$ cat src/rtl/sisc_pkg.sv
// sisc_pkg: opcode constants, ALU_OP encodings and sequencer states shared by the sisc_seq block.
package sisc_pkg;
    localparam logic [3:0] OP_NOP    = 4'h0;
    localparam logic [3:0] OP_ALU_RR = 4'h1;
    localparam logic [3:0] OP_ALU_RI = 4'h2;
    localparam logic [3:0] OP_BRA    = 4'h4;
    localparam logic [3:0] OP_HALT   = 4'h8;
    localparam logic [1:0] ALU_PASS = 2'b00;
    localparam logic [1:0] ALU_RR   = 2'b01;
    localparam logic [1:0] ALU_RI   = 2'b10;
    typedef enum logic [2:0] {
        S_FETCH,
        S_DECODE,
        S_EXECUTE,
        S_WRITEBACK,
        S_HALT
    } state_t;
endpackage

$ cat src/rtl/pc_unit.sv
// pc_unit: program counter with 16-bit wrapping increment and branch-relative load.
module pc_unit (
    input  logic        clk,
    input  logic        rst,
    input  logic        ld_inc,
    input  logic        ld_br,
    input  logic [15:0] offset,
    output logic [15:0] pc
);
    always_ff @(posedge clk) begin
        if (rst) pc <= 16'h0000;
        else if (ld_br) pc <= pc + 16'd1 + offset;
        else if (ld_inc) pc <= pc + 16'd1;
    end
endmodule

$ cat src/rtl/sisc_seq.sv
// sisc_seq: fetch/decode/execute/writeback sequencer driving a simple register-file datapath.
module sisc_seq
    import sisc_pkg::*;
(
    input  logic        CLK,
    input  logic        RST,
    input  logic        IM_RDY,
    input  logic [31:0] IM_DATA,
    input  logic [3:0]  STAT,
    output logic        IM_REQ,
    output logic [15:0] PC,
    output logic [31:0] IR,
    output logic        RF_WE,
    output logic [1:0]  ALU_OP,
    output logic        WB_SEL,
    output logic        RD_SEL,
    output logic        STAT_EN,
    output logic        HALTED
);
    state_t state, state_nx;
    logic [3:0] opc;
    logic is_alu, alu_ph, taken, ld_inc, ld_br;
    always_ff @(posedge CLK) begin
        if (RST) begin
            state <= S_FETCH;
            IR    <= '0;
        end else begin
            state <= state_nx;
            if (state == S_FETCH && IM_RDY) IR <= IM_DATA;
        end
    end
    always_comb begin
        state_nx = state;
        case (state)
            S_FETCH:     state_nx = IM_RDY ? S_DECODE : S_FETCH;
            S_DECODE:    state_nx = S_EXECUTE;
            S_EXECUTE:   state_nx = is_alu ? S_WRITEBACK : (opc == OP_HALT) ? S_HALT : S_FETCH;
            S_WRITEBACK: state_nx = S_FETCH;
            S_HALT:      state_nx = S_HALT;
            default:     state_nx = S_FETCH;
        endcase
    end
    assign opc     = IR[31:28];
    assign is_alu  = opc == OP_ALU_RR || opc == OP_ALU_RI;
    assign alu_ph  = is_alu && (state == S_EXECUTE || state == S_WRITEBACK);
    assign taken   = opc == OP_BRA && |(IR[27:24] & STAT);
    // fetch request is masked during reset so memory never sees a request from a stale state
    assign IM_REQ  = state == S_FETCH && !RST;
    assign HALTED  = state == S_HALT;
    assign ALU_OP  = alu_ph ? (opc == OP_ALU_RR ? ALU_RR : ALU_RI) : ALU_PASS;
    assign RD_SEL  = alu_ph && opc == OP_ALU_RR;
    assign STAT_EN = is_alu && state == S_EXECUTE;
    assign RF_WE   = is_alu && state == S_WRITEBACK;
    assign WB_SEL  = RF_WE;
    assign ld_br   = state == S_EXECUTE && taken;
    assign ld_inc  = state == S_WRITEBACK || (state == S_EXECUTE && !is_alu && opc != OP_HALT && !taken);
    pc_unit u_pc (
        .clk   (CLK),
        .rst   (RST),
        .ld_inc(ld_inc),
        .ld_br (ld_br),
        .offset(IR[15:0]),
        .pc    (PC)
    );
endmodule

$ cat config.mk
export PLATFORM = sky130hd
export DESIGN_NAME = sisc_seq
export DESIGN_NICKNAME = d
export VERILOG_FILES = /design/src/rtl/sisc_pkg.sv /design/src/rtl/pc_unit.sv /design/src/rtl/sisc_seq.sv
export SDC_FILE = /design/constraint.sdc
export NUM_CORES = 1
export LEC_CHECK = 0
export ABC_CLOCK_PERIOD_IN_PS = 5600
export BUFFER_PORTS_ARGS = -buffer_cell sky130_fd_sc_hd__buf_4
export CAP_MARGIN = 20
export CORE_ASPECT_RATIO = 1.4
export CORE_MARGIN = 3
export CORE_UTILIZATION = 40
export DETAILED_ROUTE_END_ITERATION = 10
export SLEW_MARGIN = 20
export SYNTH_ARGS = -nofsm -noshare
export SYNTH_HDL_FRONTEND = slang
export SYNTH_SLANG_ARGS = --single-unit
$ cat constraint.sdc
create_clock -name CLK -period 5.6 [get_ports CLK]
set_clock_uncertainty 0.2 [all_clocks]
set_input_delay 0 -clock CLK [delete_from_list [all_inputs] [get_ports CLK]]
set_output_delay 0 -clock CLK [all_outputs]
set_load 0.02 [all_outputs]
==> key figures, run 1 <==
Status
  – Outcome: finished, final reports clean

Timing
  – Slew @ Worst Pin: roughly 0.74 ns
  – Final Hold Viols: 0
  – Minimum clock period: approximately 3.5 ns
  – RSZ-0062 raised after global routing: no
  – Slew margin rel.: 0.510
  – Tcrit/Tclk final: 0.620
  – TNS Setup: 0 ns
  – Final max-slew violation count: 0
  – Setup violators final: 0
  – Worst setup margin: ~2.1 ns
  – Maximum operating frequency: about 290 MHz

Power
  – Sw Pwr: roughly 240 uW
  – Worst VDD drop: approximately 0.00014 V
  – Sequential share of power: 0.478
  – Static Leak: approximately 1.9 nW
  – Logic pwr share: 0.215
  – Pwr Density: approximately 190 nW/um2
  – Internal: between 500 and 600 uW
  – Clock Power Share: 0.307
  – Sw Share: 0.288

Global routing
  – Largest net degree at the start of global routing: 57
  – GR Util All Layers: 0.206
  – Number of global-route vias before repair: ~3,300
  – Antenna violations before repair: 0
  – First-pass GRT wire length: around 15,000 um
  – Grt ovf: 0

Finish
  – Filler cells: roughly 760
  – Antenna cells: 0
  – Final Net Count: between 500 and 600
  – Area growth from synthesis to layout: 35.9%
  – Share of cells above drive strength 1: 0.222

Clocking
  – CTS Buf Count: 5
  – Root Driver: clkbuf_8
  – Clock buffer depth: 2
  – Post-CTS Setup Inserts: 0
  – CTS tree: built
  – CTS Hold Bufs: 33
  – Worst-Skew Late Latency: between 0.3 and 0.4 ns
  – CTS resizes: 0
  – CTS Sinks: 51
  – CTS H-tree lvls: 2
  – Clock transition at path regs: 0.10 ns

Critical path
  – Worst Setup End Kind: flip-flop
  – Worst Path Arrival: 3.51 ns
  – Reg2Reg Depth: 11
  – Setup crit start kind: flip-flop
  – Worst path required time: 5.64 ns
  – WS Path Type: flip-flop to flip-flop
  – Crit-path max FO: 7

Yosys
  – Syn Inst Count: a little over 400
  – Syn nets: around 480
  – Post-synthesis cell area: 3210 um2
  – Yosys top cell by area: dfxtp_1
  – Distinct cells, synth: between 50 and 60
  – Synth cell count leaders: 89 x nand2_1, 52 x a21oi_1, 51 x dfxtp_1
  – Yosys warning count: 0
  – Ys async rst share: 0
  – Top post-synthesis cells by area: dfxtp_1 32%, nand2_1 10%, a21oi_1 8.1%, ha_1 7.8%, xnor2_1 4.9%
  – Average size of a mapped cell: approximately 7.7 um2
  – EDFF count, synth: 0
  – #FFs+latches synth: roughly 50
  – Seq/Total Area, Yosys: 0.318
  – Share of the synthesized area in the top cell type: 0.318
  – Main flop type after synthesis: dfxtp_1
  – Most common cell in the synthesized netlist: nand2_1

Placement
  – GP Congestion: 0.858
  – IO Port Bufs: 94
  – Post-DP HPWL: 6540 um
  – Place WS: between 2 and 2.5 ns

Route
  – Total number of vias: approximately 3,300
  – Routed length per placed instance: ~15 um
  – Antenna viol nets, final: 0
  – DR vias/cell: 5.34
  – DR pass1 iterations: 5
  – Drt total wl: a little over 9000 um
  – DRC: 0
  – Initial DRC count: roughly 140

Die
  – Die area: 9160 um2
  – DIE WIDTH: just over 80 um
  – Io pins: 95
  – Rows: 38
  – Initial Util: 0.412
  – Vert. Die Dim: around 110 um
  – Core area: approximately 7800 um2

Hold path
  – Worst Hold Depth: 5
  – Hold Path Class: input pin to flip-flop

Flow run
  – Max Cap Viol: 0
-- flip-flops by register name, summed over array words and instances, names as in the netlist --
name,cells
state,3
u_pc.pc,16
IR,32
-- path summary, 6_finish.rpt --
path	startpoint	end	slack, ns
max	u_pc.pc[0]	u_pc.pc[14]	2.13
min	IM_RDY	IR[1]	0.12
max reg2reg	u_pc.pc[0]	u_pc.pc[14]	2.13
min reg2reg	IR[23]	IR[23]	0.26
-- worst max-delay path, cell delays in order, from the launching register on --
cell      delay, ns
dfxtp_1        0.47
nand3_1        0.27
nor2_1         0.27
and3_1         0.25
xor2_1         0.18
ha_1           0.30
a21o_1         0.21
a221o_1        0.31
a31oi_1        0.33
nand3b_1       0.16
a311o_1        0.39
o221ai_2       0.06
-- metrics by stage --
stage | instance area (um2) | power [mW] | hold slack (ns) | util | instances
after floorplan | 3210 | 0.504 | -0.0640 | - | 415
after global placement | 3930 | 0.570 | 0.0465 | 0.504 | 583
after detailed placement | 3930 | 0.573 | 0.0560 | 0.504 | 583
after CTS | 4360 | 0.852 | 0.116 | 0.560 | 623
after global routing | 4360 | 0.881 | 0.137 | 0.560 | 623
final | 4360 | 0.838 | 0.119 | 0.560 | 623
-- layout by cell type (no fill, tap or decap), types with 2 or more instances in the layout --
cell type / synthesis / routed
and2_1: 5 / 5
nand2b_1: 2 / 2
buf_4: 3 / 96
nand4_1: 7 / 7
inv_1: 4 / 4
a31oi_1: 6 / 6
nor2b_1: 2 / 2
nor2_1: 29 / 29
ha_1: 20 / 20
xor2_1: 13 / 13
o21ai_0: 18 / 18
nand2_1: 89 / 89
or3_1: 4 / 4
a21oi_1: 52 / 52
and4b_2: 2 / 2
dlygate4sd3_1: 0 / 33
a21o_1: 3 / 3
dfxtp_1: 51 / 51
nand3_1: 4 / 4
and3_1: 4 / 4
nand3b_1: 4 / 4
a211oi_1: 6 / 6
nor3_1: 4 / 4
o211ai_1: 5 / 5
a21boi_0: 2 / 2
a22oi_1: 3 / 3
clkbuf_8: 0 / 5
xnor2_1: 18 / 18
-- power by group through the flow --
stage                     registers (mW)  clock network (mW)  logic, mW
after floorplan                    0.423                   0     0.0812
after global placement             0.409                   0      0.161
after detailed placement           0.409                   0      0.163
after CTS                          0.401               0.269      0.182
after global routing               0.405               0.279      0.198
final                              0.401               0.257      0.180
-- area by class of cell --
class                   instances  area [um2]  area share
clock inverters                 2        37.5     0.00860
clock buffers                   5        68.8      0.0158
repair buffers                129        1050       0.241
flip-flops and latches         51        1020       0.234
inverters                       4        15.0     0.00344
multi-input cells             332        2050       0.469
well taps                     100         125      0.0287
-- cell families after synthesis --
logic type / after synthesis / synth area share
simple gates: 166 / 0.240
compound gates: 113 / 0.222
fa+ha+maj: 21 / 0.0841
buf+inv: 32 / 0.0471
mux: 1 / 0.00351
flops: 51 / 0.318
xor+xnor: 31 / 0.0845
-- metal layers --
| layer | routed length [um] | global-route usage |
|---|---|---|
| met5 | 0 | 0 |
| met4 | 223 | 0.0710 |
| met3 | 494 | 0.0409 |
| met2 | 4690 | 0.367 |
| met1 | 3770 | 0.238 |
Power figures use the tool's default switching activity.
==> run 2, diff against run 1 <==
ABC_CLOCK_PERIOD_IN_PS = 2900   (was 5600)
PLACE_DENSITY = 0.67   (was default)
clock period = 2.9 ns   (was 5.6 ns; I/O delays follow)
==> run 2 against run 1 <==
Combinational power is 120% higher. Clock power is 75% higher. Fmax is 22% higher. Die area stayed put. Critical endpoint unchanged. Largest cell class unchanged. Largest power group unchanged.
==> key figures, run 2 (synthesis results as in run 1) <==
Timing
  – Slew @ Worst Pin: 0.742 ns (+0.00662 ns)
  – Final Hold Viols: 0 (unchanged)
  – Maximum operating frequency: 351 MHz (+22%)
  – WHS: 0.197 ns (+0.0778 ns)
  – Tcrit/Tclk final: 0.981 (+0.362)
  – Setup violators final: 0 (unchanged)
  – Final max-slew violation count: 0 (unchanged)
  – RSZ-0062 raised after global routing: yes
  – Slew margin rel.: 0.505 (-0.00441)
  – Minimum clock period: 2.85 ns (-0.624 ns)

Finish
  – Commonest non-fill, non-tap cell in the layout: buf_4
  – Multi-input gate area: 2230 um2 (+8.9%)
  – Fin area: 4960 um2 (+14%)
  – Area growth from synthesis to layout: 54.3%
  – Register with the most flip-flops: IR
  – Largest registers: IR (32), u_pc.pc (16), state (3)
  – Share of cells above drive strength 1: 0.335 (+0.113)
  – Final Net Count: 632 (+8.4%)
  – Storage cell area: 1050 um2 (+2.5%)
  – Highest-count cells in the layout ignoring fill and taps: 135 x buf_4, 88 x nand2_1, 48 x a21oi_1, 43 x dfxtp_1, 43 x dlygate4sd3_1
  – Filler cells: 715 (-6.2%)
  – Largest register FFs: 32 (unchanged)
  – Antenna cells: 0 (unchanged)

Critical path
  – Reg2Reg Depth: 11 (unchanged)
  – Worst path max stage delay: 0.40 ns (-0.07 ns)
  – WS Path Type: flip-flop to flip-flop
  – Worst Setup End Kind: flip-flop
  – Worst Path Arrival: 2.89 ns (-0.62 ns)
  – Crit-path max FO: 5 (-2)
  – Setup crit start kind: flip-flop
  – CP max-delay cell: dfxtp_4
  – Worst path required time: 2.94 ns (-2.70 ns)
  – CP Cell Sequence: ha_4 -> nand3_2 -> or2_4 -> xnor2_2 -> ha_1 -> and2_4 -> a221o_1 -> a31oi_4 -> nand3b_1 -> a311o_1 -> o221ai_2

Global routing
  – Number of global-route vias before repair: 3,431 (+4.0%)
  – Grt ovf: 0 (unchanged)
  – Largest net degree at the start of global routing: 57 (unchanged)
  – Antenna violations before repair: 0 (unchanged)
  – GR Util All Layers: 0.222 (+0.0157)
  – First-pass GRT wire length: 16,000 um (+5.2%)

Route
  – DR vias/cell: 5.28 (-1.1%)
  – Routed length per placed instance: 14.9 um (+1.4%)
  – Initial DRC count: 142 (unchanged)
  – DR pass1 iterations: 4 (-1)
  – DRC: 0 (unchanged)
  – Total number of vias: 3,552 (+6.9%)
  – Drt total wl: 10,100 um (+9.5%)
  – Antenna viol nets, final: 0 (unchanged)

Placement
  – Post-DP HPWL: 6760 um (+3.3%)
  – GP Congestion: 0.839 (-2.2%)
  – Area after DPL: 4210 um2 (+7.1%)
  – IO Port Bufs: 94 (unchanged)

Clocking
  – Clock buffer depth: 2 (unchanged)
  – CTS Buf Count: 5 (unchanged)
  – CTS tree: built
  – Root Driver: clkbuf_8
  – Clock transition at path regs: 0.10 ns (about the same)
  – CTS H-tree lvls: 2 (unchanged)
  – CTS Sinks: 51 (unchanged)
  – Worst-Skew Late Latency: 0.32 ns (about the same)

Die
  – DIE WIDTH: 81.7 um (unchanged)
  – Io pins: 95 (unchanged)
  – Die area: 9160 um2 (unchanged)
  – Vert. Die Dim: 112 um (unchanged)
  – Initial Util: 0.412 (unchanged)
  – Core area: 7800 um2 (unchanged)
  – Rows: 38 (unchanged)

Flow run
  – Max Cap Viol: 0 (unchanged)

Power
  – Pwr Density: 324 nW/um2 (+69%)
  – Worst VDD drop: 0.000264 V (+95%)
  – Static Leak: 2.20 nW (+16%)
  – Final Power: 1.61 mW (+92%)

Hold path
  – Worst Hold Depth: 5 (unchanged)
  – Hold Path Class: input pin to flip-flop

Status
  – Outcome: finished, final reports clean
-- run 2: per-layer routing --
layer	track usage	up-vias	part of all wire
li1	-	1774	-
met1	0.257	1667	0.39
met2	0.390	89	0.53
met3	0.0377	22	0.044
met4	0.0931	0	0.030
met5	0	-	0
-- run 2: power by group --
part	leakage [nW]	total, mW	internal, mW	switching (mW)
clock	0.0474	0.451	0.195	0.256
sequential	0.422	0.767	0.730	0.0372
combinational	1.73	0.389	0.191	0.198
total	2.20	1.61	1.12	0.492
-- run 2: worst max-delay path: cells and delay by family, from the launching register on --
family	cells	cell delay [ns]
AOI/OAI and AO/OA	4	0.91
xor gates and xnor gates	1	0.14
adders and majority gates	2	0.44
DFF	1	0.40
and+or+nand+nor	4	0.69
-- run 2: final timing paths --
| kind | from | endpoint | slack, ns |
|---|---|---|---|
| max | u_pc.pc[1] | u_pc.pc[14] | 0.05 |
| min | IM_RDY | IR[24] | 0.20 |
| max reg2reg | u_pc.pc[1] | u_pc.pc[14] | 0.05 |
| min reg2reg | IR[23] | IR[23] | 0.26 |
-- run 2: timing repair --
action	in CTS	in global routing
gates resized for setup	10	23
setup endpoints to repair	4	8
pin swaps	2	19
hold buffers	43	0
buffers inserted	2	7
hold endpoints to repair	35	0
-- run 2: area by class of cell --
type | instances | share of cell area
Clock buffer | 6 | 0.0167
Sequential cell | 51 | 0.211
Multi-Input combinational cell | 332 | 0.450
Tap cell | 100 | 0.0252
Timing Repair Buffer | 178 | 0.291
Inverter | 4 | 0.00303
Clock inverter | 2 | 0.00328
-- run 2: metrics by stage --
step,setup TNS [ns],util,std cells,setup slack (ns)
CTS,0,0.618,666,0.00387
global placement,-0.0159,0.539,613,-0.0159
detailed placement,-0.158,0.539,613,-0.0792
floorplan,0,-,415,0.00174
global route,-0.168,0.636,673,-0.0584
finish,0,0.636,673,0.0538
